<file path="src/rtl/node_mac_seq_if.sv">
// Handshake, weight-load and result bus of node_mac_seq.
interface node_mac_seq_if #(
  parameter int AW = 5
);
  logic          start;
  logic          in_valid;
  logic          in_ready;
  logic [31:0]   in_data;
  logic          w_we;
  logic [AW-1:0] w_addr;
  logic [31:0]   w_data;
  logic          out_valid;
  logic          out_ready;
  logic [31:0]   out_data;
  logic          busy;

  modport master (
    output start, in_valid, in_data, w_we, w_addr, w_data, out_ready,
    input  in_ready, out_valid, out_data, busy
  );

  modport slave (
    input  start, in_valid, in_data, w_we, w_addr, w_data, out_ready,
    output in_ready, out_valid, out_data, busy
  );
endinterface

</file>
<file path="src/rtl/node_mac_seq.sv">
// Time-multiplexed float32 neuron: one multiply-add per accepted beat, then activation.
// Optional NODE_BIAS_EN adds a bias register at w_addr == N_IN that seeds the sum.
module node_mac_seq #(
  parameter int N_IN     = 30,
  parameter int ACT_MODE = 0,
  parameter int AW       = $clog2(N_IN + 1)
) (
  input logic           clk,
  input logic           rst_n,
  node_mac_seq_if.slave bus
);

  typedef enum logic [1:0] {IDLE, ACC, OUT} state_t;

  localparam logic [31:0] QNAN = 32'h7FC0_0000;

  // Subnormals are flushed to zero; rounding is round-to-nearest-even.
  function automatic logic [31:0] fmul(input logic [31:0] a, input logic [31:0] b);
    logic              sign;
    logic [47:0]       p;
    logic [22:0]       frac;
    logic              g, st;
    logic signed [9:0] e;
    logic [23:0]       r;
    sign = a[31] ^ b[31];
    if ((a[30:23] == 8'hFF && a[22:0] != '0) || (b[30:23] == 8'hFF && b[22:0] != '0)) return QNAN;
    if (a[30:23] == 8'hFF || b[30:23] == 8'hFF) begin
      if (a[30:23] == 8'd0 || b[30:23] == 8'd0) return QNAN;
      return {sign, 8'hFF, 23'd0};
    end
    if (a[30:23] == 8'd0 || b[30:23] == 8'd0) return {sign, 31'd0};
    p = {24'd0, 1'b1, a[22:0]} * {24'd0, 1'b1, b[22:0]};
    e = $signed({2'b00, a[30:23]}) + $signed({2'b00, b[30:23]}) - 10'sd127;
    if (p[47]) begin
      frac = p[46:24]; g = p[23]; st = |p[22:0]; e = e + 10'sd1;
    end else begin
      frac = p[45:23]; g = p[22]; st = |p[21:0];
    end
    r = {1'b0, frac} + {23'd0, g & (st | frac[0])};
    if (r[23]) e = e + 10'sd1;
    if (e >= 10'sd255) return {sign, 8'hFF, 23'd0};
    if (e <= 10'sd0) return {sign, 31'd0};
    return {sign, e[7:0], r[22:0]};
  endfunction

  function automatic logic [31:0] fadd(input logic [31:0] a, input logic [31:0] b);
    logic [31:0]       x, y;
    logic [7:0]        d;
    logic [26:0]       mx, my;
    logic [27:0]       s;
    logic signed [9:0] e;
    logic [4:0]        lz;
    logic              found;
    logic [23:0]       r;
    if ((a[30:23] == 8'hFF && a[22:0] != '0) || (b[30:23] == 8'hFF && b[22:0] != '0)) return QNAN;
    if (a[30:23] == 8'hFF) return (b[30:23] == 8'hFF && a[31] != b[31]) ? QNAN : a;
    if (b[30:23] == 8'hFF) return b;
    if (a[30:23] == 8'd0 && b[30:23] == 8'd0) return {a[31] & b[31], 31'd0};
    if (a[30:23] == 8'd0) return b;
    if (b[30:23] == 8'd0) return a;
    if (a[30:0] >= b[30:0]) begin x = a; y = b; end
    else begin x = b; y = a; end
    d  = x[30:23] - y[30:23];
    mx = {1'b1, x[22:0], 3'b000};
    my = {1'b1, y[22:0], 3'b000};
    // Three extra LSBs: guard, round and a sticky bit collecting everything shifted out.
    if (d > 8'd26) my = 27'd1;
    else my = (my >> d) | {26'd0, |(my & ~(27'h7FF_FFFF << d))};
    e = $signed({2'b00, x[30:23]});
    if (x[31] == y[31]) begin
      s = {1'b0, mx} + {1'b0, my};
      if (s[27]) begin
        s = {1'b0, s[27:2], s[1] | s[0]};
        e = e + 10'sd1;
      end
    end else begin
      s = {1'b0, mx} - {1'b0, my};
      if (s == 28'd0) return '0;
    end
    lz = '0;
    found = 1'b0;
    for (int unsigned i = 0; i < 27; i++) begin
      if (!found && s[26 - i]) begin
        found = 1'b1;
        lz = 5'(i);
      end
    end
    s = s << lz;
    e = e - $signed({5'd0, lz});
    r = {1'b0, s[25:3]} + {23'd0, s[2] & (s[1] | s[0] | s[3])};
    if (r[23]) e = e + 10'sd1;
    if (e >= 10'sd255) return {x[31], 8'hFF, 23'd0};
    if (e <= 10'sd0) return {x[31], 31'd0};
    return {x[31], e[7:0], r[22:0]};
  endfunction

  function automatic logic [31:0] act(input logic [31:0] v);
    if (ACT_MODE == 0 && v[31]) return '0;
    return v;
  endfunction

  state_t        state;
  logic [31:0]   acc;
  logic [AW-1:0] idx;
  logic          accepting;
  logic          result_valid;
  logic [31:0]   result;
  logic          active;
  logic [31:0]   weight [N_IN];
  logic [31:0]   acc_init;
  logic [31:0]   sum_next;

`ifdef NODE_BIAS_EN
  logic [31:0] bias;
  assign acc_init = bias;
`else
  assign acc_init = '0;
`endif

  assign sum_next = fadd(acc, fmul(bus.in_data, weight[idx]));

  always_ff @(posedge clk or negedge rst_n) begin
    if (!rst_n) begin
      for (int unsigned i = 0; i < N_IN; i++) weight[i] <= '0;
`ifdef NODE_BIAS_EN
      bias <= '0;
`endif
    end else if (bus.w_we && state == IDLE) begin
      if (bus.w_addr < AW'(N_IN)) weight[bus.w_addr] <= bus.w_data;
`ifdef NODE_BIAS_EN
      else if (bus.w_addr == AW'(N_IN)) bias <= bus.w_data;
`endif
    end
  end

  always_ff @(posedge clk or negedge rst_n) begin
    if (!rst_n) begin
      state        <= IDLE;
      acc          <= '0;
      idx          <= '0;
      accepting    <= 1'b0;
      result_valid <= 1'b0;
      result       <= '0;
      active       <= 1'b0;
    end else begin
      case (state)
        IDLE: if (bus.start) begin
          state     <= ACC;
          acc       <= acc_init;
          idx       <= '0;
          accepting <= 1'b1;
          active    <= 1'b1;
        end
        ACC: if (bus.in_valid && accepting) begin
          acc <= sum_next;
          idx <= idx + AW'(1);
          if (idx == AW'(N_IN - 1)) begin
            state        <= OUT;
            accepting    <= 1'b0;
            result_valid <= 1'b1;
            result       <= act(sum_next);
          end
        end
        OUT: if (bus.out_ready) begin
          state        <= IDLE;
          result_valid <= 1'b0;
          active       <= 1'b0;
        end
        default: state <= IDLE;
      endcase
    end
  end

  assign bus.in_ready  = accepting;
  assign bus.out_valid = result_valid;
  assign bus.out_data  = result;
  assign bus.busy      = active;

endmodule
</file>
<file path="src/flat_wrapper.sv">
// flat-port wrapper written by rule: the top's interface ports become plain ports
module node_mac_seq_flat 
#(
  parameter int N_IN     = 30,
  parameter int ACT_MODE = 0,
  parameter int AW       = $clog2(N_IN + 1)
)
  (clk, rst_n, bus_start, bus_in_valid, bus_in_data, bus_w_we, bus_w_addr, bus_w_data, bus_out_ready, bus_in_ready, bus_out_valid, bus_out_data, bus_busy);
  node_mac_seq_if #(.AW(AW)) bus_i ();
  input logic clk;
  input logic rst_n;
  input wire logic [$bits(bus_i.start)-1:0] bus_start;
  input wire logic [$bits(bus_i.in_valid)-1:0] bus_in_valid;
  input wire logic [$bits(bus_i.in_data)-1:0] bus_in_data;
  input wire logic [$bits(bus_i.w_we)-1:0] bus_w_we;
  input wire logic [$bits(bus_i.w_addr)-1:0] bus_w_addr;
  input wire logic [$bits(bus_i.w_data)-1:0] bus_w_data;
  input wire logic [$bits(bus_i.out_ready)-1:0] bus_out_ready;
  output wire logic [$bits(bus_i.in_ready)-1:0] bus_in_ready;
  output wire logic [$bits(bus_i.out_valid)-1:0] bus_out_valid;
  output wire logic [$bits(bus_i.out_data)-1:0] bus_out_data;
  output wire logic [$bits(bus_i.busy)-1:0] bus_busy;
  assign bus_i.start = bus_start;
  assign bus_i.in_valid = bus_in_valid;
  assign bus_i.in_data = bus_in_data;
  assign bus_i.w_we = bus_w_we;
  assign bus_i.w_addr = bus_w_addr;
  assign bus_i.w_data = bus_w_data;
  assign bus_i.out_ready = bus_out_ready;
  assign bus_in_ready = bus_i.in_ready;
  assign bus_out_valid = bus_i.out_valid;
  assign bus_out_data = bus_i.out_data;
  assign bus_busy = bus_i.busy;
  node_mac_seq #(.N_IN(N_IN), .ACT_MODE(ACT_MODE), .AW(AW)) u_core (.clk(clk), .rst_n(rst_n), .bus(bus_i));
endmodule
</file>
<file path="config.mk">
export PLATFORM = sky130hd
export DESIGN_NAME = node_mac_seq_flat
export DESIGN_NICKNAME = d
export VERILOG_FILES = /design/src/rtl/node_mac_seq_if.sv /design/src/rtl/node_mac_seq.sv /design/src/flat_wrapper.sv
export SDC_FILE = /design/constraint.sdc
export NUM_CORES = 2
export LEC_CHECK = 0
export ABC_AREA = 1
export CORE_UTILIZATION = 71
export CTS_BUF_LIST = sky130_fd_sc_hd__clkbuf_8
export CTS_CLUSTER_SIZE = 16
export DETAILED_ROUTE_END_ITERATION = 8
export PLACE_DENSITY = 0.94
export REMOVE_ABC_BUFFERS = 1
export SKIP_LAST_GASP = 1
export SYNTH_ARGS = -nofsm -noshare
export SYNTH_HDL_FRONTEND = slang
export SYNTH_SLANG_ARGS = --single-unit
</file>
<file path="constraint.sdc">
create_clock -name clk -period 41.8 [get_ports clk]
set_input_delay 10.45 -clock clk [delete_from_list [all_inputs] [get_ports clk]]
set_output_delay 10.45 -clock clk [all_outputs]
set_load 0.03 [all_outputs]
</file>
==> results.toml <==
[global_route]
grt_max_degree = 192
grt_pass1_vias = 78100
antenna_found_initial = 10
track_usage_pct = 47.4
grt_pass1_wl_um = 418000
overflow = 0

[synth]
synth_edf_count = 0
netlist_area_um2 = 79700
synth-compound-area-share_pct = 14.7
synth_top_cell_by_area = "dfrtp_1"
synth_mux_area_share_pct = 0
yosysWarningCount = 0
seq_area_frac_synth_pct = 32.4
ys_ff_latch = 1033
yosys.area.top_type_share_pct = 32.4
syn_inst = 10900
synth_simple_gate_area_share_pct = 25.6
ys.flop_type = "dfrtp_1"
synth_top_family_by_area = "simple AND/OR/NAND/NOR gates"
yosysUniqueCellTypes = 78
async_flop_share_pct = 100
syn_avg_cell_area_um2 = 7.33
post-synth-top-count-cell = "nand2_1"
synth_fa_ha_area_share_pct = 16.5
synth-xor-area-share_pct = 1.19
synthTopCellsByArea = "dfrtp_1, nand2_1, fa_1"
netlist_top_cells_count = "nand2_1, o21ai_0, inv_1"

[cts]
ctsHoldBuffers = 0
cts.sinks = 1033
h-tree-depth = 4
cts-buffers-inserted = 156
root_buffer = "clkbuf_8"
clk_latency_ps = 880
postCtsSetupBuffers = 0
path_clk_slew_ps = 60
ctsLongestPathBuffers = 3
cts_tree = "built"
cts_resized = 0

[critical_path]
endpoint_kind = "flop"
path_buf_inv = 21
cp.required_ps = 42570
r2r_slack_ps = 10570
cp.arrival_ps = 37660
crit_path_frequent_cell = "nand2_1"
slowest_delay_ps = 1100
crit_path_top_delay_cell = "clkdlybuf4s50_1"
critPathTopFamily = "simple AND/OR/NAND/NOR gates"
crit_type = "in2reg"
cp-start-kind = "primary input"
critical_path.max_fanout = 72

[status]
status = "finished with violations"
violations = "DRC"

[floorplan]
die_y_um = 337
die_x_um = 337
initial_utilization_pct = 71.8
ioPinCount = 110
rows = 122
core_um2 = 111000
dieArea_um2 = 114000

[routing]
drt-initial-drc-count = 11200
num_vias = 79000
wl_um = 269000
drcViolationCount = 9
wl_per_cell_um = 22.1
ant_nets = 0
via_per_inst = 6.49
first_pass_iters = 9

[timing]
slew_headroom_pct = 16.3
fin_skew_ps = 77.2
maxSlewViolCount = 0
hold_ws_ps = 480
timing.final.ws_setup_ps = 4900
hold_viol_final = 0
period_minus_slack_ps = 36900
final.period_utilization_pct = 88.3
rsz0062_at_grt = "false"
fin_tns_setup_ps = 0
setup_viol = 0
tightest_slew_ps = 1240
fmax_mhz = 27.1

[placed_design]
routabilityCongestion = 1.02
place_hpwl_um = 173000
place_worst_setup_slack_ps = 4830
port_buffers = 108

[layout]
drive_above_1_share_pct = 5.54
fin_nets = 11400
areaGrowthSynthToFinish_pct = 4.91
final_core_util_pct = 75.4

[flow_run]
cap_violations = 0

[worst_hold_path]
min_path_type = "reg2reg"
==> layout by cell type (no fill, tap or decap), types with 7 or more instances in the layout <==
| master | count |
|---|---|
| clkdlybuf4s50_1 | 107 |
| o21ai_0 | 1578 |
| nand2_2 | 99 |
| nor2_4 | 14 |
| nand4_1 | 130 |
| a22oi_1 | 9 |
| clkinv_2 | 20 |
| nor2_1 | 972 |
| clkbuf_8 | 187 |
| xnor2_1 | 18 |
| fa_1 | 485 |
| nand3_1 | 554 |
| nand3b_1 | 12 |
| nand3_2 | 21 |
| xor2_1 | 87 |
| buf_4 | 97 |
| o21bai_1 | 18 |
| o221ai_1 | 104 |
| a21oi_1 | 197 |
| nor3_1 | 44 |
| o21ai_1 | 33 |
| o211ai_1 | 36 |
| nand2_4 | 12 |
| clkinv_1 | 24 |
| inv_2 | 46 |
| a31oi_1 | 14 |
| or2_2 | 7 |
| inv_1 | 1196 |
| ha_1 | 275 |
| nor4_1 | 29 |
| nor2_2 | 33 |
| dfrtp_1 | 1030 |
| nand2_1 | 2951 |
| o22ai_1 | 124 |
==> sequential cells by signal, summed over array words and instances, names as in the netlist <==
| register | flops |
|---|---|
| u_core.weight | 960 |
| u_core.acc | 32 |
| u_core.bus.out_data | 31 |
| u_core.idx | 5 |
| u_core.state | 2 |
| u_core.bus.busy | 1 |
| u_core.bus.in_ready | 1 |
| u_core.bus.out_valid | 1 |
==> routing by layer <==
layer  vias up  routed length, um  track usage, %
met1     36900              91800            57.4
met5         -                 36               0
met4         6              23100            34.5
met3      1742              35900            13.9
met2      6111             118000            72.5
li1      34200                  -               -
==> worst register-to-register path, delay by kind of cell (launching register included) <==
kind | cells | cell delay [ps]
compound gates | 20 | 3730
flops | 1 | 710
simple gates | 82 | 13640
buf+inv | 26 | 7040
xor+xnor | 1 | 170
fa+ha+maj | 14 | 5940
==> stage by stage <==
| stage | cells | area, um2 |
|---|---|---|
| after global routing | 12200 | 83600 |
| after CTS | 12200 | 83600 |
| after floorplan | 10200 | 76700 |
| after global placement | 11900 | 80500 |
| after detailed placement | 11900 | 80500 |
| final | 12200 | 83600 |
==> layout make-up <==
type,count,area (um2)
Fill cell,7992,27300
Clock buffer,187,2570
Clock inverter,86,517
Timing Repair Buffer,208,1870
Tap cell,1488,1860
Antenna cell,6,15.0
Inverter,1222,4610
Sequential cell,1033,25900
Multi-Input combinational cell,7939,46300
==> cells by family (layout without fill, tap and decap cells) <==
kind of cell,count (synthesis),count (layout)
xor+xnor,106,106
fa+ha+maj,760,760
other cells,1,7
flops,1033,1033
simple gates,4909,4909
compound gates,2163,2163
buf+inv,1903,1703
==> final timing paths <==
check	start	cells after the start	endpoint
min in group asynchronous	rst_n	1	u_core.weight[251]
hold / removal	u_core.weight[137]	2	u_core.weight[137]
hold reg to reg	u_core.weight[137]	2	u_core.weight[137]
setup / recovery	bus_in_data[15]	133	u_core.bus.out_data[3]
setup reg to reg	u_core.idx[0]	143	u_core.bus.out_data[3]
max in group asynchronous	rst_n	4	u_core.weight[684]
Power is not shown: default switching activity piles up to over one toggle a cycle in this logic, so the estimate is an artifact.
